`src/rtl/crc_link_arq_controller_if.sv`:
```
// Upstream frame and downstream result handshakes of the CRC link ARQ controller.
// master: requester/consumer side; slave: controller side.
interface crc_link_arq_controller_if #(
  parameter int unsigned WIDTH = 15
) ();
  logic             in_valid;
  logic             in_ready;
  logic [WIDTH-1:0] in_data;
  logic             out_valid;
  logic             out_ready;
  logic [WIDTH-1:0] out_data;
  logic [1:0]       out_status;

  modport master (
    output in_valid, in_data, out_ready,
    input  in_ready, out_valid, out_data, out_status
  );

  modport slave (
    input  in_valid, in_data, out_ready,
    output in_ready, out_valid, out_data, out_status
  );
endinterface

```
`src/rtl/crc_link_arq_controller.sv`:
```
// Stop-and-wait ARQ sequencer around the CRC/parity transmitter and receiver datapaths.
// Optional first-attempt error injection is enabled by defining CRC_ARQ_ERR_INJECT_EN.
module crc_link_arq_controller #(
  parameter int unsigned WIDTH       = 15,
  parameter int unsigned CALC_CYCLES = 20,
  parameter int unsigned MAX_RETRY   = 3
) (
  input  logic                     clk,
  input  logic                     reset,
  crc_link_arq_controller_if.slave link,
  output logic                     tx_rst,
  output logic [WIDTH-1:0]         tx_data,
  input  logic [WIDTH-1:0]         tx_code,
  output logic                     rx_rst,
  output logic [WIDTH-1:0]         rx_data,
  input  logic [WIDTH-1:0]         rx_out,
  input  logic                     rx_error,
  output logic [2:0]               retry_cnt
`ifdef CRC_ARQ_ERR_INJECT_EN
  ,
  input  logic [WIDTH-1:0]         inject_mask,
  output logic                     inject_active
`endif
);

  typedef enum logic [2:0] {
    IDLE, TX_LOAD, TX_WAIT, RX_LOAD, RX_WAIT, CHECK, RESP
  } state_t;

  localparam logic [7:0] CNT_INIT = 8'(CALC_CYCLES - 1);
  localparam logic [2:0] MAX_R    = 3'(MAX_RETRY);

  state_t           state, state_nxt;
  logic [7:0]       cnt;
  logic [WIDTH-1:0] frame_reg;
  logic [WIDTH-1:0] code_reg;
  logic [WIDTH-1:0] mask_reg;
  logic             accept, tx_done, retry;

  always_ff @(posedge clk) begin
    if (reset) state <= IDLE;
    else       state <= state_nxt;
  end

  always_comb begin
    state_nxt      = state;
    link.in_ready  = 1'b0;
    link.out_valid = 1'b0;
    tx_rst         = 1'b1;
    rx_rst         = 1'b1;
    accept         = 1'b0;
    tx_done        = 1'b0;
    retry          = 1'b0;
    unique case (state)
      IDLE: begin
        link.in_ready = !reset;
        if (link.in_valid && !reset) begin
          accept    = 1'b1;
          state_nxt = TX_LOAD;
        end
      end
      TX_LOAD: state_nxt = TX_WAIT;
      TX_WAIT: begin
        tx_rst = 1'b0;
        if (cnt == '0) begin
          tx_done   = 1'b1;
          state_nxt = RX_LOAD;
        end
      end
      RX_LOAD: state_nxt = RX_WAIT;
      RX_WAIT: begin
        rx_rst = 1'b0;
        if (cnt == '0) state_nxt = CHECK;
      end
      CHECK: begin
        if (rx_error && (retry_cnt < MAX_R)) begin
          retry     = 1'b1;
          state_nxt = TX_LOAD;
        end else begin
          state_nxt = RESP;
        end
      end
      RESP: begin
        link.out_valid = 1'b1;
        if (link.out_ready) state_nxt = IDLE;
      end
      default: state_nxt = IDLE;
    endcase
  end

  always_ff @(posedge clk) begin
    if (reset) begin
      frame_reg       <= '0;
      code_reg        <= '0;
      mask_reg        <= '0;
      cnt             <= '0;
      retry_cnt       <= '0;
      link.out_data   <= '0;
      link.out_status <= '0;
    end else begin
      if (accept) begin
        frame_reg <= link.in_data;
        retry_cnt <= '0;
`ifdef CRC_ARQ_ERR_INJECT_EN
        mask_reg  <= inject_mask;
`else
        mask_reg  <= '0;
`endif
      end
      if (state == TX_LOAD || state == RX_LOAD)
        cnt <= CNT_INIT;
      else if ((state == TX_WAIT || state == RX_WAIT) && cnt != '0)
        cnt <= cnt - 8'd1;
      if (tx_done) code_reg <= tx_code;
      if (retry) retry_cnt <= retry_cnt + 3'd1;
      if (state == CHECK && !retry) begin
        link.out_data   <= rx_out;
        link.out_status <= rx_error ? 2'b10 : ((retry_cnt == '0) ? 2'b00 : 2'b01);
      end
    end
  end

  // frame_reg doubles as the transmitter input; it only changes on accept.
  assign tx_data = frame_reg;
  // Injection applies only while no retry has been spent on this frame.
  assign rx_data = code_reg ^ ((retry_cnt == '0) ? mask_reg : '0);

`ifdef CRC_ARQ_ERR_INJECT_EN
  assign inject_active = (state == RX_LOAD || state == RX_WAIT) && (retry_cnt == '0) && (mask_reg != '0);
`endif

endmodule

```
`src/flat_wrapper.sv`:
```
// flat-port wrapper written by rule: the top's interface ports become plain ports
module crc_link_arq_controller_flat 
#(
  parameter int unsigned WIDTH       = 15,
  parameter int unsigned CALC_CYCLES = 20,
  parameter int unsigned MAX_RETRY   = 3
)
  (clk, reset, tx_rst, tx_data, tx_code, rx_rst, rx_data, rx_out, rx_error, retry_cnt, link_in_valid, link_in_data, link_out_ready, link_in_ready, link_out_valid, link_out_data, link_out_status);
  crc_link_arq_controller_if #(.WIDTH(WIDTH)) link_i ();
  input  logic clk;
  input  logic reset;
  output logic tx_rst;
  output logic [WIDTH-1:0] tx_data;
  input  logic [WIDTH-1:0] tx_code;
  output logic rx_rst;
  output logic [WIDTH-1:0] rx_data;
  input  logic [WIDTH-1:0] rx_out;
  input  logic rx_error;
  output logic [2:0] retry_cnt;
  input wire logic [$bits(link_i.in_valid)-1:0] link_in_valid;
  input wire logic [$bits(link_i.in_data)-1:0] link_in_data;
  input wire logic [$bits(link_i.out_ready)-1:0] link_out_ready;
  output wire logic [$bits(link_i.in_ready)-1:0] link_in_ready;
  output wire logic [$bits(link_i.out_valid)-1:0] link_out_valid;
  output wire logic [$bits(link_i.out_data)-1:0] link_out_data;
  output wire logic [$bits(link_i.out_status)-1:0] link_out_status;
  assign link_i.in_valid = link_in_valid;
  assign link_i.in_data = link_in_data;
  assign link_i.out_ready = link_out_ready;
  assign link_in_ready = link_i.in_ready;
  assign link_out_valid = link_i.out_valid;
  assign link_out_data = link_i.out_data;
  assign link_out_status = link_i.out_status;
  crc_link_arq_controller #(.WIDTH(WIDTH), .CALC_CYCLES(CALC_CYCLES), .MAX_RETRY(MAX_RETRY)) u_core (.clk(clk), .reset(reset), .link(link_i), .tx_rst(tx_rst), .tx_data(tx_data), .tx_code(tx_code), .rx_rst(rx_rst), .rx_data(rx_data), .rx_out(rx_out), .rx_error(rx_error), .retry_cnt(retry_cnt));
endmodule
```
`config.mk`:
```
export PLATFORM = sky130hd
export DESIGN_NAME = crc_link_arq_controller_flat
export DESIGN_NICKNAME = d
export VERILOG_FILES = /design/src/rtl/crc_link_arq_controller_if.sv /design/src/rtl/crc_link_arq_controller.sv /design/src/flat_wrapper.sv
export SDC_FILE = /design/constraint.sdc
export NUM_CORES = 1
export LEC_CHECK = 0
export BUFFER_PORTS_ARGS = -buffer_cell sky130_fd_sc_hd__buf_2
export CAP_MARGIN = 40
export CORE_ASPECT_RATIO = 1.25
export CORE_MARGIN = 2
export CORE_UTILIZATION = 51
export DETAILED_ROUTE_END_ITERATION = 16
export GPL_ROUTABILITY_DRIVEN = 0
export PLACE_DENSITY = 0.85
export SYNTH_ARGS = -nofsm -noshare
export SYNTH_HDL_FRONTEND = slang
export SYNTH_SLANG_ARGS = --single-unit
```
`constraint.sdc`:
```
create_clock -name clk -period 3.24 [get_ports clk]
set_input_delay 0.162 -clock clk [delete_from_list [all_inputs] [get_ports clk]]
set_output_delay 0.162 -clock clk [all_outputs]
set_load 0.03 [all_outputs]
```
Yosys cells after proc, flatten, opt, wreduce, memory -nomap -nowiden
Index checks and enable logic that the tools add are counted.
{"block": "word_totals", "rom_bits": 0, "memories": 0, "out_inout_bits": 54, "ff_bits": 61, "ramBits": 0, "input_bits": 50, "elab_cells": 59, "latch_bits": 0}
{"block": "op_classes", "magnitude_cmp": 1, "bitwise_logic": 0, "n_mul": 0, "n_mux": 22, "div": 0, "shifts": 0, "n_addsub": 2, "reduce_logical": 16, "eq_ne": 10}
{"cell": "$mux W3", "count": 7}
{"cell": "$pmux W3 S7", "count": 1}
{"cell": "$mux W1", "count": 11}
{"cell": "$mux W5", "count": 2}
{"cell": "$eq A3 B3 Y1 const B", "count": 3}
{"cell": "$logic_not A8 Y1", "count": 1}
{"cell": "$reduce_bool A8 Y1", "count": 1}
{"cell": "$sub A8 B1 Y8 const B", "count": 1}
{"cell": "$eq A3 B2 Y1 const B", "count": 2}
{"cell": "$logic_not A3 Y1", "count": 2}
{"cell": "$ne A2 B1 Y1 const B", "count": 3}
{"cell": "$logic_and A1 B1 Y1", "count": 4}
{"cell": "$reduce_and A4 Y1", "count": 1}
{"cell": "$reduce_bool A2 Y1", "count": 2}
{"cell": "$add A3 B1 Y3 const B", "count": 1}
{"cell": "$eq A3 B1 Y1 const B", "count": 1}
{"cell": "$lt A3 B2 Y1 const B", "count": 1}
{"cell": "$logic_not A1 Y1", "count": 2}
{"cell": "$logic_or A1 B1 Y1", "count": 2}
{"cell": "$mux W2", "count": 1}
{"cell": "$ne A2 B2 Y1 const B", "count": 1}
{"cell": "$reduce_or A2 Y1", "count": 1}

Longest topological paths before layout
{"block": "depth", "word_depth": 6, "ltp_mapped": 7, "ltp_nobuf": 6}

Least setup slack after synthesis
No wires, ideal clock.
{"block": "synth_path", "path_kind": "reg-to-reg", "from": "reg u_core.state[0]", "to": "reg u_core.frame_reg[10] (netlist: u_core.tx_data[10])", "slack_ns": 0.955, "required_time_ns": 3.127, "stages_incl_launch_ff": 6, "setup_ns": 0.113, "n_path_buf": 1, "synth_period_minus_slack_ns": 2.285, "arrival_ns": 2.172, "path_cell_list": "dfxtp_1 -> nor4_1 -> nand2_1 -> clkbuf_1 -> nand3b_1 -> nand2_1"}
{"block": "synth_between", "elab_chain_cells": 2}
{"element": "start: declaration", "line": "crc_link_arq_controller.sv:33", "source": "state_t state, state_nxt;"}
{"element": "start signal: assignment", "line": "crc_link_arq_controller.sv:42", "source": "else state <= state_nxt;"}
{"element": "$logic_not A3 Y1", "line": "crc_link_arq_controller.sv:54", "source": "unique case (state)"}
{"element": "$mux W1", "line": "crc_link_arq_controller.sv:54"}
{"element": "end signal: assignment", "line": "crc_link_arq_controller.sv:102", "source": "frame_reg <= link.in_data;"}
{"element": "end: declaration", "line": "crc_link_arq_controller.sv:35", "source": "logic [WIDTH-1:0] frame_reg;"}
Every way passes these cells.
A chain may end at the register's enable or synchronous reset.

Final worst setup path
{"block": "layout_path", "from": "reg u_core.state[0]", "to": "reg u_core.link.out_data[7]"}
{"block": "layout_between", "elab_chain_cells": 4}
{"element": "$eq A3 B3 Y1 (*)", "line": "crc_link_arq_controller.sv:54, crc_link_arq_controller.sv:116"}
{"element": "$mux W1", "line": "crc_link_arq_controller.sv:54"}
{"element": "$logic_not A1 Y1", "line": "crc_link_arq_controller.sv:116", "source": "if (state == CHECK && !retry) begin"}
{"element": "$logic_and A1 B1 Y1 (*)", "line": "crc_link_arq_controller.sv:116"}
{"element": "end signal: assignment", "line": "crc_link_arq_controller.sv:117", "source": "link.out_data <= rx_out;"}
{"element": "end: declaration", "line": "crc_link_arq_controller_if.sv:21", "source": "output in_ready, out_valid, out_data, out_status"}
Every way passes the cells marked *; elsewhere a longest branch is shown, timed or not.

==> flow_metrics.env <==
export IMPL_grt_max_degree=58
export IMPL_multiInputGateArea_um2=1210
export IMPL_drt_iter0_drc=90
export IMPL_worstPathArrival_ps=2180
export IMPL_yosysWarnings=0
export IMPL_cp_slowest_cell="dfxtp_1"
export IMPL_synthesis_nets=320
export IMPL_fillerInstances=401
export IMPL_drc=0
export IMPL_endpoint="u_core.link.out_data[7]"
export IMPL_r2r_end="u_core.link.out_data[7]"
export IMPL_avgSynthCellArea_um2=9.48
export IMPL_fmax_mhz=508
export IMPL_path_cells="nand3b_1, a21oi_2, buf_4, mux2i_1, nor2_1"
export IMPL_place_area_um2=3060
export IMPL_synth_commonest_cells="61 x dfxtp_1, 39 x nor2_1, 37 x nand2_1, 30 x mux2i_1, 19 x nand3b_1"
export IMPL_cts_tree="yes"
export IMPL_max_vdd_ir_drop_v=0.000349
export IMPL_initial_core_util_pct=52.9
export IMPL_worstMarginPinSlew_ps=628
export IMPL_antenna_cells=0
export IMPL_ff2ff_path_depth=5
export IMPL_fin_crit_ps=1970
export IMPL_synth_edff_count=0
export IMPL_regToRegSetupSlack_ps=1270
export IMPL_crit_family="flip-flops"
export IMPL_coreArea_um2=4760
export IMPL_antenna_found_initial=0
export IMPL_hold_violations=0
export IMPL_cellLeakagePower_nw=1.62
export IMPL_period_share_pct=60.7
export IMPL_worstPathMaxFanout=13
export IMPL_cp_start_kind="flip-flop"
export IMPL_drt_wl_total_mm=5.75
export IMPL_first_pass_iters=5
export IMPL_numCtsBuffers=9
export IMPL_fin_skew_ps=9.53
export IMPL_slew_violations=0
export IMPL_path_buf_inv=1
export IMPL_pwr_density_cell_nw_per_um2=582
export IMPL_syn_area_um2=2520
export IMPL_setup_tns_ps=0
export IMPL_synthTopCellsByArea="dfxtp_1 48%, mux2i_1 12%, nor2_1 5.8%, nand3b_1 5.7%, nand2_1 5.5%"
export IMPL_finalSetupViolCount=0
export IMPL_drv_cap=0
export IMPL_hold_class="input port to flip-flop"
export IMPL_dp_hpwl_mm=3.99
export IMPL_endpoint_kind="flip-flop"
export IMPL_ant_nets=0
export IMPL_clockRootBuffer="clkbuf_8"
export IMPL_cts_sinks=61
export IMPL_maxSlewHeadroom_pct=58.2
export IMPL_rr_startpoint="u_core.state[0]"
export IMPL_grt_ovfl_total=0
export IMPL_clk_latency_ps=340
export IMPL_yosysMostFrequentCell="dfxtp_1"
export IMPL_crit_type="flip-flop to flip-flop"
export IMPL_synth_ff_type="dfxtp_1"
export IMPL_vias=2196
export IMPL_synth_distinct_cells=39
export IMPL_grt_pass1_wl_mm=9.01
export IMPL_critPathRequiredTime_ps=3450
export IMPL_wl_per_cell_um=13.2
export IMPL_grt_setup_unrepaired="false"
export IMPL_rows=28
export IMPL_die_y_um=82.6
export IMPL_die_area_um2=5530
export IMPL_timing_critical_path_from="u_core.state[0]"
export IMPL_htreeDepth=3
export IMPL_syn_to_final_growth_pct=30.1
export IMPL_die_w_um=66.9
export IMPL_yosysSeqAreaShare_pct=48.4
export IMPL_place_port_buffers=103
export IMPL_cp_depth=5
export IMPL_yosys_area_top_type_share_pct=48.4
export IMPL_regArea_um2=1220
export IMPL_grt_usage_pct=21.4
export IMPL_via_per_inst=5.06
export IMPL_clk_pin_slew_ps=70
export IMPL_synth_largest_area_cell="dfxtp_1"
export IMPL_design_area_um2=3280
export IMPL_clockBufferDepth=2
export IMPL_synthArstFlopShare_pct=0
export IMPL_ys_seq_elements=61
export IMPL_cts_hold_buf=1
export IMPL_whs_ps=2.37
export IMPL_cts_resized_gates=0
export IMPL_final_nets=423
export IMPL_status="completed"
export IMPL_pin_count=104
export IMPL_grt_pass1_vias=2030
export IMPL_critPathMaxStageDelay_ps=570
export IMPL_synthCells=266
export IMPL_layout_drive_gt1_share_pct=34.0
export IMPL_post_cts_buffers=0
==> worst min-delay path, stage by stage <==
cell and delay [ps]:
buf_2 70, nand2_1 40, nand2_1 40
==> area by class of cell <==
class,instances,area share (%)
Tap cell,60,2.29
Clock inverter,5,1.79
Inverter,5,0.572
Sequential cell,61,37.2
Multi-Input combinational cell,186,37.0
Timing Repair Buffer,106,16.5
Clock buffer,11,4.62
==> where the power goes <==
part / internal [mW] / switching, mW / leakage [nW]
combinational: 0.141 / 0.223 / 1.02
clock: 0.397 / 0.300 / 0.102
sequential: 0.800 / 0.0484 / 0.496
total: 1.34 / 0.571 / 1.62
==> worst min-delay path by stage <==
stage          depth (start not counted)                 end        startpoint
2_1_floorplan                          2   u_core.tx_data[0]   link_in_data[0]
3_3_place_gp                           3   u_core.tx_data[7]   link_in_data[7]
3_5_place_dp                           3   u_core.tx_data[7]   link_in_data[7]
4_1_cts                                3  u_core.tx_data[11]  link_in_data[11]
5_1_grt                                3  u_core.tx_data[13]  link_in_data[13]
6_report                               3   u_core.tx_data[7]   link_in_data[7]
==> per-layer routing <==
| layer | routed length [µm] | global-route usage [%] | part of all wire, % | up-vias |
|---|---|---|---|---|
| met3 | 333 | 6.64 | 5.8 | 10 |
| li1 | - | - | - | 1109 |
| met2 | 2930 | 35.2 | 51 | 66 |
| met1 | 2380 | 25.9 | 41 | 1011 |
| met4 | 99 | 8.98 | 1.7 | 0 |
| met5 | 0 | 0 | 0 | - |
==> kinds of logic (layout without fill, tap and decap cells) <==
logic type | count (synthesis) | count (layout) | synth area share, %
AO/OA/AOI/OAI | 26 | 26 | 7.10
XOR/XNOR | 4 | 4 | 1.39
adder cells (fa/ha/maj) | 4 | 4 | 1.99
buffers and inverters | 19 | 127 | 3.42
flip-flops | 61 | 61 | 48.4
multiplexers | 30 | 30 | 11.9
AND/OR/NAND/NOR | 122 | 122 | 25.8
==> cell usage in the layout (no fill, tap or decap), types with 2 or more instances in the layout <==
cell type and n:
buf_2 103, dfxtp_1 61, nor2_1 39, nand2_1 37, mux2i_1 30, nand3b_1 19
a21oi_1 12, clkbuf_8 11, inv_1 5, nor3_1 5, a211oi_1 4, ha_1 4
xnor2_1 3, nand2b_1 3, nor4_1 2, nor2b_1 2, o31ai_1 2, or4_1 2
nand3_1 2, or3_1 2, o21ai_0 2, clkinvlp_4 2, buf_4 2
==> per-stage QoR <==
step,utilization (%),instances,power [mW],setup WS (ps)
6_report,68.8,434,1.91,1270
4_1_cts,68.8,434,1.92,1270
5_1_grt,68.8,434,1.99,1110
3_3_place_gp,64.2,417,1.22,1330
2_1_floorplan,-,266,1.12,955
3_5_place_dp,64.2,417,1.23,1300
No activity file was read; power rests on OpenSTA's default activity.
